File: src/rtl/timer_sequencer.sv
// Loadable down-counting timer with one-shot / auto-reload modes,
// pause (HOLD) and abort, plus a one-cycle registered expiry pulse.
module timer_sequencer #(
  parameter int WIDTH = 3
) (
  input  logic             clk,
  input  logic             rst,
  input  logic             en,
  input  logic             start,
  input  logic [WIDTH-1:0] load_val,
  input  logic             periodic,
  input  logic             pause,
  input  logic             abort,
  output logic [WIDTH-1:0] count,
  output logic             busy,
  output logic             expired,
  output logic [1:0]       state
);

  typedef enum logic [1:0] {
    IDLE = 2'b00,
    RUN  = 2'b01,
    HOLD = 2'b10
  } state_t;

  localparam logic [WIDTH-1:0] ONE = WIDTH'(1);

  state_t           state_q, state_d;
  logic [WIDTH-1:0] count_d;
  logic [WIDTH-1:0] reload_q, reload_d;
  logic             expired_d;

  // Every output comes straight from a register (busy decodes the state register).
  assign state = state_q;
  assign busy  = (state_q != IDLE);

  // State, counter, reload value and expiry pulse registers.
  always_ff @(posedge clk) begin
    if (rst) begin
      state_q  <= IDLE;
      count    <= '0;
      reload_q <= '0;
      expired  <= 1'b0;
    end else begin
      state_q  <= state_d;
      count    <= count_d;
      reload_q <= reload_d;
      expired  <= expired_d;
    end
  end

  // Next-state logic; the if-chain order encodes abort > start > pause > decrement.
  always_comb begin
    state_d   = state_q;
    count_d   = count;
    reload_d  = reload_q;
    expired_d = 1'b0;
    if (abort) begin
      // Abort blocks any start on the same edge; in IDLE there is nothing to cancel.
      if (state_q != IDLE) begin
        state_d = IDLE;
        count_d = '0;
      end
    end else if (start) begin
      reload_d = load_val;
      if (load_val != '0) begin
        state_d = RUN;
        count_d = load_val;
      end else begin
        // A zero-length timer expires immediately without leaving IDLE.
        state_d   = IDLE;
        count_d   = '0;
        expired_d = 1'b1;
      end
    end else begin
      case (state_q)
        RUN: begin
          if (pause) begin
            state_d = HOLD;
          end else if (en) begin
            if (count > ONE) begin
              count_d = count - ONE;
            end else if (count == ONE) begin
              expired_d = 1'b1;
              if (periodic) begin
                count_d = reload_q;
              end else begin
                count_d = '0;
                state_d = IDLE;
              end
            end
          end
        end
        HOLD: begin
          // Leaving HOLD costs one edge; decrementing resumes on the next one.
          if (!pause) state_d = RUN;
        end
        default: ;
      endcase
    end
  end

endmodule

File: config.mk
export PLATFORM = sky130hd
export DESIGN_NAME = timer_sequencer
export DESIGN_NICKNAME = d
export VERILOG_FILES = /design/src/rtl/timer_sequencer.sv
export SDC_FILE = /design/constraint.sdc
export NUM_CORES = 1
export LEC_CHECK = 0
export ABC_AREA = 1
export BUFFER_PORTS_ARGS = -buffer_cell sky130_fd_sc_hd__buf_4
export CAP_MARGIN = 15
export CORE_MARGIN = 1
export CORE_UTILIZATION = 40
export CTS_CLUSTER_SIZE = 24
export DETAILED_ROUTE_END_ITERATION = 12
export SLEW_MARGIN = 20
export SYNTH_ARGS = -nofsm -noshare
export SYNTH_HDL_FRONTEND = slang
export SYNTH_SLANG_ARGS = --single-unit
File: constraint.sdc
create_clock -name clk -period 1.65 [get_ports clk]
set_input_delay 0.2475 -clock clk [delete_from_list [all_inputs] [get_ports clk]]
set_output_delay 0.2475 -clock clk [all_outputs]
set_load 0.005 [all_outputs]
**After elaboration in Yosys (flattened, before gate mapping)**

Cells that the tools add are included.

- Bits in registers: 9
- Input bits: 10
- Logic and storage cells: 55

- $add $sub $neg: 1
- Order comparisons: 1
- Equality and inequality tests: 10
- Muxes and demuxes: 28
- Bitwise logic cells: 1
- Reduce and logical (&&, ||, !) cells: 10

Operators with widths:

| operator | count |
|---|---|
| $mux 3 | 10 |
| $ne 5x5->1 const B | 4 |
| $mux 2 | 9 |
| $reduce_bool 3->1 | 3 |
| $mux 1 | 8 |
| $reduce_bool 4->1 | 2 |
| $reduce_and 7->1 | 1 |
| $reduce_and 5->1 | 1 |
| $ne 4x4->1 const B | 1 |
| $pmux 2 s2 | 1 |
| $eq 3x1->1 const B | 1 |
| $gt 3x1->1 const B | 1 |
| $ne 3x2->1 const B | 1 |
| $sub 3x1->3 const B | 1 |
| $eq 2x1->1 const B | 1 |
| $eq 2x2->1 const B | 1 |
| $ne 2x1->1 const B | 1 |
| $reduce_and 2->1 | 1 |
| $reduce_bool 2->1 | 1 |
| $reduce_or 2->1 | 1 |
| $not 1->1 | 1 |

**Depth between registers and ports, before layout**

Gate-level depths: netlist (run 1).

- Word-level depth: 8
- Depth in mapped cells: 10
- Mapped depth without buffers: 10

**Worst setup path before layout (run 1)**

OpenSTA, ideal clock, no wires.

- Path kind: reg-to-reg
- Start: reg state_q[0], in the netlist state[0]
- End: reg state_q[0], in the netlist state[0]
- Library setup time: 0.113 ns
- Arrival time: 1.119 ns
- Required time: 1.537 ns
- Path slack: 0.418 ns
- Cell stages (with the launch flop): 10
- Cells stage by stage: dfxtp_1 inv_1 ha_1 inv_2 nand2_1 nand2_1 nor2_2 nand3_2 nor2_1 nor2_1

- Word-level cells in the longest chain between the ends: 4

RTL lines:

| what | line | source |
|---|---|---|
| from (decl) | 28 | `state_t state_q, state_d;` |
| from (signal assigned) | 45 | `state_q <= state_d;` |
| $eq 2x2->1 or $eq 2x1->1 (tied branches) | 76 | `case (state_q)` |
| $pmux 2 s2 | 76 |  |
| $mux 2 | 64 | `end else if (start) begin` |
| $mux 2 | 58 | `if (abort) begin` |

Parallel ways exist; a longest one is shown, timed or not.
A chain may end at the register's enable or synchronous reset.

**Final worst setup path (run 1)**

Same ends and word-level chain as after synthesis.

==> results of run 1 <==
[cell usage in the layout (no fill, tap or decap), drive strengths merged]
cell type	n
nand2	39
nor2	24
inv	17
buf	16
dfxtp	9
nand3	6
ha	5
a21oi	4
clkbuf	4
nand4	2
o21ai	1
o211ai	1
a211oi	1
xnor2	1
[area by class of cell]
type / count / share of cell area, %
flip-flops and latches: 9 / 21.69
repair buffers: 16 / 14.46
clock buffers: 4 / 3.163
well taps: 16 / 2.410
inverters: 17 / 7.982
multi-input cells: 84 / 50.30
[flip-flops by register name, summed over array words and instances (netlist names)]
register / flops
expired: 1
count: 3
reload_q: 3
state: 2
[cell usage after synthesis]
cell                        n  area share, %
sky130_fd_sc_hd__nand2_1   36             20
sky130_fd_sc_hd__inv_1     10            5.7
sky130_fd_sc_hd__xnor2_1    1            1.3
sky130_fd_sc_hd__nand3_1    5            3.8
sky130_fd_sc_hd__nand2_2    3            2.8
sky130_fd_sc_hd__nor2_1    20             11
sky130_fd_sc_hd__nor2_2     3            2.8
sky130_fd_sc_hd__o21ai_0    1           0.75
sky130_fd_sc_hd__a211oi_1   1            1.1
sky130_fd_sc_hd__inv_4      1           0.94
sky130_fd_sc_hd__a21oi_1    4            3.0
sky130_fd_sc_hd__ha_1       5            9.4
sky130_fd_sc_hd__inv_2      6            3.4
sky130_fd_sc_hd__nor2_4     1            1.7
sky130_fd_sc_hd__nand3_2    1            1.5
sky130_fd_sc_hd__nand4_1    2            1.9
sky130_fd_sc_hd__o211ai_1   1            1.1
sky130_fd_sc_hd__dfxtp_1    9             27
[per-stage QoR]
step / power [uW] / instance area, um^2 / util [%] / instances / hold WS [ns]
final: 741.4 / 830.8 / 54.52 / 146 / 0.2030
after global routing: 819.2 / 830.8 / 54.52 / 146 / 0.2007
after CTS: 753.2 / 830.8 / 54.52 / 146 / 0.1946
after detailed placement: 580.3 / 804.5 / 52.79 / 142 / 0.4523
after global placement: 582.5 / 804.5 / 52.79 / 142 / 0.4540
after floorplan: 475.4 / 664.4 / - / 110 / 0.3166
[power groups by stage]
stage          sequential (uW)  clock (uW)  combinational (uW)
2_1_floorplan              267           0                 208
3_3_place_gp               266           0                 316
3_5_place_dp               267           0                 313
4_1_cts                    263         176                 315
5_1_grt                    266         191                 363
6_report                   262         168                 311
[worst paths after layout]
path                                   from     endpoint  slack [ns]  cells after the start
worst max register to register     state[0]     state[0]        0.31                      9
worst min-delay path                    rst  reload_q[0]        0.20                      2
worst max-delay path               state[0]     state[0]        0.31                      9
worst min register to register  reload_q[1]  reload_q[1]        0.46                      2
[worst max-delay path, cell delays in order, from the launching register on]
cell	delay (ns)
sky130_fd_sc_hd__dfxtp_1	0.36
sky130_fd_sc_hd__inv_1	0.09
sky130_fd_sc_hd__ha_1	0.29
sky130_fd_sc_hd__inv_2	0.03
sky130_fd_sc_hd__nand2_1	0.05
sky130_fd_sc_hd__nand2_1	0.05
sky130_fd_sc_hd__nor2_2	0.09
sky130_fd_sc_hd__nand3_2	0.10
sky130_fd_sc_hd__nor2_1	0.12
sky130_fd_sc_hd__nor2_1	0.05
[cells by family (layout without fill, tap and decap cells)]
family | count (synthesis) | count (layout) | share of synthesized area, %
DFF | 9 | 9 | 27.12
buffers and inverters | 17 | 37 | 9.982
AOI/OAI and AO/OA | 7 | 7 | 6.027
xor gates and xnor gates | 1 | 1 | 1.319
adders and majority gates | 5 | 5 | 9.416
and+or+nand+nor | 71 | 71 | 46.14
[routing by layer]
metal	track usage, %	vias up
met4	9.375	0
met3	1.277	2
met2	26.97	11
met1	22.42	293
met5	0	-
li1	-	381
==> implementation parameters, run 1 <==
Parameter                              Value

Routing
  # DRC    0
  Met2 WL    611 um
  TritonRoute pass-1 iters    4
  Routed wirelength normalized by instance count    9.308 um
  Detail-routed via count per cell    4.705
  Vias    687
  Uppermost layer routed    met4
  Met1 wire length    696 um
  Total Routed Length    1359 um
  Drt first-iter violations    9
  DRT antenna net count    0
  Met3 Routed Length    36 um

Layout
  Area taken by multi-input logic gates    417.9 um^2
  Relative area change from synthesis to final layout    25.05%
  Share of post-route cells with drive strength above 1    26.15%
  FF+latch area    180.2 um^2
  Filler cells    158
  Diodes inserted    0
  Final net count    146

Setup path
  Start-to-end type of the worst setup path    register to register
  Crit path required time    1.80 ns
  Data arrival time of the critical path    1.49 ns
  Setup crit start kind    register
  Maximum fanout along the worst path    4
  Endpoint type of the worst setup path    register

Yosys
  Synth Register Bits    9
  Library cells used by synthesis    18
  Post-Synthesis Net Count    125
  Mapped Avg Cell Area    6.040 um^2
  Synth warnings    0
  Sequential element share of the synthesized area    27.12%
  Post-synth design cell area    664.4 um^2
  Number of standard cells after synthesis    110

STA
  Final period utilization    81.01%
  Accumulated negative setup slack    0 ns
  Setup repair after global routing missed its margin    false
  Clock tree skew after final layout    0.001974 ns
  Min cycle time layout    1.337 ns
  Highest achievable clock rate    748.2 MHz
  Slew @ Worst Pin    0.2601 ns
  Max-slew violation count    0
  Final setup fails    0
  Fin. Hold Viols    0
  Post-route setup slack    0.3134 ns
  Remaining max-slew budget at the tightest pin    82.64%

Die
  Initial Util    43.60%
  Total die area    1828 um^2
  Width of the die    42.76 um
  Die Y    42.76 um
  Row count    14
  Core region area    1524 um^2
  Number of I/O pins    17

Place
  PortBufs    16
  HPWL after detailed placement    1149 um
  RePlAce Congestion    0.7979
  Minimum setup slack after placement    0.3175 ns

Power
  Fraction of power consumed by sequential logic    35.3%
  Relative contribution of the clock network to total power    22.7%
  Power per Cell Area    892.4 nW/um^2
  Combinational Power Share    42.0%
  Net switching component of the power    268.6 uW
  Worst VDD drop    420.7 uV
  Switching fraction of total power    36.23%
  Internal power contribution    472.7 uW
  Leakage    0.0004436 uW

Clock network
  Clock latency reported for the late side of the worst-skew pair    0.25 ns
  Level count of the clock H-tree    1
  Clock tree from TritonCTS    built
  Setup bufs post-CTS    0
  Resized Gates After CTS    0
  Inserted Clock Buffers    3
  Clk pin slew, worst setup/hold paths    0.06 ns
  Hold bufs inserted after CTS    0
  Root Buffer Master    sky130_fd_sc_hd__clkbuf_4
  Deepest clock path buffer count    2
  Total number of clock tree sinks    9

Global routing
  Total track usage    16.97%
  Antenna violations before repair    0
  Aggregate global routing overflow    0
  First-pass GRT wire length    2373 um
  Pin count of the biggest net entering global routing    7
  Number of global-route vias before repair    601

Outcome
  Result of the run    finished clean

Run
  Max-Cap Viols    0

Min path
  Worst hold-check path type    input pin to register
No activity file was read; power rests on OpenSTA's default activity.
==> inputs of run 2 (changes only) <==
Settings changed: ABC_AREA 1 to 0.
Clock period 1.65 ns to 1.3 ns, I/O delays scaled along.
==> run 2 against run 1 <==
Global-route usage rose by 4.1 points. Largest power group is now sequential cells. The run now ends with setup timing left. Die area increased by 2.0%. Total power rose by 9.9%.
==> implementation parameters, run 2 <==
Parameter                              Value

Yosys
  Most numerous cell in the Yosys netlist    sky130_fd_sc_hd__dfxtp_1
  Post-synth design cell area    678.2 um^2
  Number of enable flip-flop cells after synthesis    0
  Leading post-synthesis cells by cell area    sky130_fd_sc_hd__dfxtp_1 27%, sky130_fd_sc_hd__ha_1 9.2%, sky130_fd_sc_hd__mux2i_1 5.9%
  Synth warnings    0
  Top flip-flop cell by instance count after synthesis    sky130_fd_sc_hd__dfxtp_1
  Mapped Avg Cell Area    9.042 um^2
  Number of standard cells after synthesis    75
  Synth Register Bits    9
  Library cell occupying the most area in the post-synthesis netlist    sky130_fd_sc_hd__dfxtp_1
  Sequential element share of the synthesized area    26.57%
  Post-synth top cells    9 x sky130_fd_sc_hd__dfxtp_1, 7 x sky130_fd_sc_hd__inv_1, 7 x sky130_fd_sc_hd__nand2_1
  Fraction of registers with async set/reset    0%
  Fraction of synthesized cell area taken by the top area cell type    26.57%
  Post-Synthesis Net Count    90
  Library cells used by synthesis    34

Place
  PortBufs    16
  Minimum setup slack after placement    -0.07751 ns
  HPWL after detailed placement    1276 um
  RePlAce Congestion    0.8500

Layout
  Final net count    123
  Share of post-route cells with drive strength above 1    55.14%
  Relative area change from synthesis to final layout    51.85%
  Commonest non-fill, non-tap cell in the layout    sky130_fd_sc_hd__buf_4
  Top library cells by usage in the layout, fill and taps aside    29 x sky130_fd_sc_hd__buf_4, 7 x sky130_fd_sc_hd__nand2_1, 5 x sky130_fd_sc_hd__inv_1, 5 x sky130_fd_sc_hd__nor2_1, 5 x sky130_fd_sc_hd__dfxtp_1
  Final core utilization    66.80%
  Diodes inserted    0

Power
  Power per Cell Area    791.1 nW/um^2
  Relative contribution of the clock network to total power    28.2%
  Net switching component of the power    252.0 uW
  Switching fraction of total power    30.94%
  Worst VDD drop    573.5 uV
  Internal power contribution    562.5 uW
  Leakage    0.0004083 uW
  Combinational Power Share    33.8%
  Fraction of power consumed by sequential logic    38.0%

Routing
  # DRC    0
  TritonRoute pass-1 iters    4
  Vias    676
  DRT antenna net count    0
  Drt first-iter violations    15
  Detail-routed via count per cell    5.496
  Routed wirelength normalized by instance count    14.07 um
  Total Routed Length    1731 um

STA
  Clock tree skew after final layout    0.003660 ns
  Remaining max-slew budget at the tightest pin    72.07%
  Min cycle time layout    1.409 ns
  Highest achievable clock rate    709.6 MHz
  Fin. Hold Viols    0
  Final period utilization    108.4%
  Max-slew violation count    0
  Post-route setup slack    -0.1092 ns
  Final setup fails    5
  Setup repair after global routing missed its margin    true
  Hold WS    0.1795 ns
  Slew @ Worst Pin    0.4131 ns

Setup path
  Maximum fanout along the worst path    5
  Cell with the largest stage delay on the worst path    sky130_fd_sc_hd__dfxtp_4
  Max incr delay on CP    0.37 ns
  Buffers and inverters on the worst path    1
  Data arrival time of the critical path    1.55 ns
  Setup crit start kind    register
  Endpoint type of the worst setup path    register
  Largest delay contributor family on the critical path    flip-flops
  Critical path, cell by cell    inv_4, ha_4, and4bb_1, o311ai_2, a21boi_2, mux2i_1
  Crit path required time    1.44 ns
  Start-to-end type of the worst setup path    register to register

Clock network
  Deepest clock path buffer count    2
  Hold bufs inserted after CTS    0
  Clock latency reported for the late side of the worst-skew pair    0.27 ns
  Level count of the clock H-tree    1
  Clk pin slew, worst setup/hold paths    0.07 ns
  Inserted Clock Buffers    3
  Clock tree from TritonCTS    built
  Root Buffer Master    sky130_fd_sc_hd__clkbuf_4
  Total number of clock tree sinks    9

Die
  Total die area    1864 um^2
  Die Y    43.18 um
  Core region area    1541 um^2
  Initial Util    43.99%
  Row count    14
  Number of I/O pins    17
  Width of the die    43.18 um

Outcome
  Violations in the final reports    setup timing
  Result of the run    finished, violations left

Global routing
  First-pass GRT wire length    2884 um
  Pin count of the biggest net entering global routing    12
  Antenna violations before repair    0
  Total track usage    21.06%
  Aggregate global routing overflow    0
  Number of global-route vias before repair    647

Min path
  Worst hold-check path type    input pin to register

Run
  Max-Cap Viols    0
## run 2: cells by family (layout without fill, tap and decap cells)
logic type	count (synthesis)	after routing	share of synthesized area, %
AND/OR/NAND/NOR	30	30	28.41
AO/OA/AOI/OAI	17	17	22.51
flip-flops	9	9	26.57
buffers and inverters	9	41	6.089
adder cells (fa/ha/maj)	5	5	9.225
multiplexers	4	4	5.904
XOR/XNOR	1	1	1.292
## run 2: through the flow
stage,setup TNS [ns],power [uW],cells,instance area (um^2)
6_report,-0.3741,814.6,123,1030
5_1_grt,-0.7463,862.1,123,1030
4_1_cts,-0.3360,789.7,122,970.9
3_5_place_dp,-0.2632,556.5,116,920.9
3_3_place_gp,-0.2298,556.0,116,920.9
2_1_floorplan,-0.08628,451.2,75,700.7
## run 2: final timing paths
check / from / cells after the start / slack [ns] / endpoint
hold / removal: rst / 2 / 0.18 / count[1]
setup / recovery: count[1] / 6 / -0.11 / state[1]
hold reg to reg: reload_q[1] / 2 / 0.48 / reload_q[1]
setup reg to reg: count[1] / 6 / -0.11 / state[1]
## run 2: layer usage
layer  GRT usage, %  share of wire, %
met1          26.74                48
met2          34.03                47
met3          4.255               4.1
met4          9.091               1.3
met5              0                 0
## run 2: cell type report
cell class / instances / area [um^2]
Tap cell: 16 / 20.02
Clock buffer: 4 / 26.28
Sequential cell: 9 / 192.7
Timing Repair Buffer: 30 / 237.7
Multi-Input combinational cell: 57 / 524.3
Fill cell: 133 / 511.7
Inverter: 7 / 28.78
## run 2: what timing repair did
item | CTS | global route
setup endpoints to repair | 5 | 6
resized for setup | 3 | 14
setup buffers | 2 | 1
pin swaps | 6 | 6
## run 2: power by group through the flow
stage | Combinational (uW) | Sequential, uW | Clock, uW
finish | 275 | 309 | 230
global route | 299 | 311 | 252
CTS | 253 | 309 | 229
detailed placement | 242 | 314 | 0
global placement | 242 | 314 | 0
floorplan | 139 | 312 | 0
==> inputs of run 3 (changes only) <==
==> constraint.sdc (replaced) <==
create_clock -name clk -period 1.3 [get_ports clk]
set_input_delay 0.26 -clock clk [delete_from_list [all_inputs] [get_ports clk]]
set_output_delay 0.26 -clock clk [all_outputs]
set_load 0.005 [all_outputs]
==> run 3 against run 2 <==
The flow still finishes with violations (setup timing). Via count up 1.3%. Design area up 0.36%. Clock power up 3%. Cell count unchanged. Routed wire length up 0.87%. Clock skew up 0.0048 ns. Count of clock-buffer cells in the layout unchanged. Sequential share of layout area down 0.31 points. Critical endpoint unchanged.
==> implementation parameters, run 3 (synthesized netlist as in run 2, its figures left out) <==
Parameter                              Value

Setup path
  Maximum fanout along the worst path    5
  Buffers and inverters on the worst path    1
  Setup crit start kind    register
  Beginning of the critical path    count[1]
  Max incr delay on CP    0.38 ns
  Cell with the largest stage delay on the worst path    sky130_fd_sc_hd__dfxtp_4
  Largest delay contributor family on the critical path    flip-flops
  Crit path required time    1.45 ns
  Critical path, cell by cell    inv_4, ha_4, and4bb_1, o311ai_2, a21boi_2, mux2i_1
  Endpoint type of the worst setup path    register
  Reg2Reg Setup Slack    -0.09 ns
  FF-to-FF Start    count[1]
  Start-to-end type of the worst setup path    register to register
  Data arrival time of the critical path    1.54 ns

Power
  Combinational Power Share    34.7%
  Net switching component of the power    262.4 uW
  Total design power    835.2 uW
  Switching fraction of total power    31.42%
  Worst VDD drop    396.3 uV
  Internal power contribution    572.8 uW
  Leakage    0.0004235 uW
  Relative contribution of the clock network to total power    28.2%
  Fraction of power consumed by sequential logic    37.1%
  Power per Cell Area    808.1 nW/um^2

STA
  Accumulated negative setup slack    -0.3006 ns
  Setup repair after global routing missed its margin    true
  Final period utilization    106.7%
  Final setup fails    5
  Max-slew violation count    0
  Remaining max-slew budget at the tightest pin    74.52%
  Post-route setup slack    -0.08665 ns
  Min cycle time layout    1.387 ns
  Slew @ Worst Pin    0.3770 ns
  Fin. Hold Viols    0
  Highest achievable clock rate    721.2 MHz
  Clock tree skew after final layout    0.008507 ns

Routing
  Vias    685
  Drt first-iter violations    19
  Total Routed Length    1746 um
  TritonRoute pass-1 iters    4
  DRT antenna net count    0
  # DRC    0
  Routed wirelength normalized by instance count    14.20 um
  Detail-routed via count per cell    5.569

Layout
  Commonest non-fill, non-tap cell in the layout    sky130_fd_sc_hd__buf_4
  Diodes inserted    0
  Final net count    123
  Top library cells by usage in the layout, fill and taps aside    29 x sky130_fd_sc_hd__buf_4, 7 x sky130_fd_sc_hd__nand2_1, 5 x sky130_fd_sc_hd__nor2_1, 5 x sky130_fd_sc_hd__dfxtp_1, 4 x sky130_fd_sc_hd__mux2i_1
  Share of post-route cells with drive strength above 1    57.94%
  Final core utilization    67.05%
  Count of placed standard cells in the final layout, fillers left out    123
  Relative area change from synthesis to final layout    52.40%

Outcome
  Violations in the final reports    setup timing
  Result of the run    finished, violations left

Min path
  Worst Hold Launch    rst
  Worst hold-check path type    input pin to register

Place
  HPWL after detailed placement    1269 um
  Placed cell count    117
  Minimum setup slack after placement    -0.08116 ns
  PortBufs    16
  RePlAce Congestion    0.8648

Die
  Number of I/O pins    17
  Width of the die    43.18 um
  Die Y    43.18 um
  Initial Util    43.99%
  Row count    14
  Total die area    1864 um^2
  Core region area    1541 um^2

Global routing
  Pin count of the biggest net entering global routing    12
  Number of global-route vias before repair    641
  Total track usage    19.91%
  Antenna violations before repair    0
  First-pass GRT wire length    2725 um
  Aggregate global routing overflow    0

Clock network
  Deepest clock path buffer count    2
  Inserted Clock Buffers    3
  Clock tree from TritonCTS    built
  Total number of clock tree sinks    9
  Level count of the clock H-tree    1
  Clock latency reported for the late side of the worst-skew pair    0.27 ns
  Clk pin slew, worst setup/hold paths    0.07 ns
  Root Buffer Master    sky130_fd_sc_hd__clkbuf_4

Run
  Max-Cap Viols    0
-- run 3: cell counts in the layout (fill, tap and decap cells not counted) --
Identical to the previous run, type by type.
-- run 3: worst reg2reg max path: stages (launching register included) --
cell and delay (ns):
sky130_fd_sc_hd__dfxtp_4 0.38, sky130_fd_sc_hd__inv_4 0.04, sky130_fd_sc_hd__ha_4 0.17, sky130_fd_sc_hd__and4bb_1 0.19, sky130_fd_sc_hd__o311ai_2 0.24, sky130_fd_sc_hd__a21boi_2 0.12
sky130_fd_sc_hd__mux2i_1 0.13
-- run 3: layout make-up --
class,count,area [um^2]
fill,127,508.0
tap,16,20.02
clock buffer,4,26.28
timing repair buffer,30,237.7
multi-input combinational,57,530.5
inverter,7,28.78
sequential,9,190.2
-- run 3: power groups by stage --
stage	Clock, uW	Combinational (uW)	Sequential [uW]
after detailed placement	0	243	315
after floorplan	0	139	312
after global placement	0	244	314
final	236	290	310
after global routing	249	312	312
after CTS	234	266	309
-- run 3: layer usage --
metal / routed length, um / track usage, % / up-vias
met5: 0 / 0 / -
met4: 34 / 10.30 / 0
met3: 73 / 4.255 / 5
met2: 857 / 32.84 / 22
met1: 781 / 23.85 / 327
li1: - / - / 331
-- run 3: final timing paths --
check,end,depth (start not counted)
setup / recovery,state[1],6
hold / removal,count[1],2
setup reg to reg,state[1],6
hold reg to reg,reload_q[1],2
-- run 3: through the flow --
step                cell area, um^2  hold slack [ns]
floorplan                     700.7           0.4072
global placement              928.4           0.4579
detailed placement            928.4           0.4711
CTS                           992.2           0.2389
global route                   1033           0.2542
finish                         1033           0.2362
-- run 3: timing repair --
| item | in CTS | in global routing |
|---|---|---|
| resized for setup | 6 | 12 |
| pin swaps | 8 | 4 |
| hold buffers | 0 | 0 |
| buffers inserted | 2 | 0 |
| endpoints found under the setup margin | 6 | 7 |
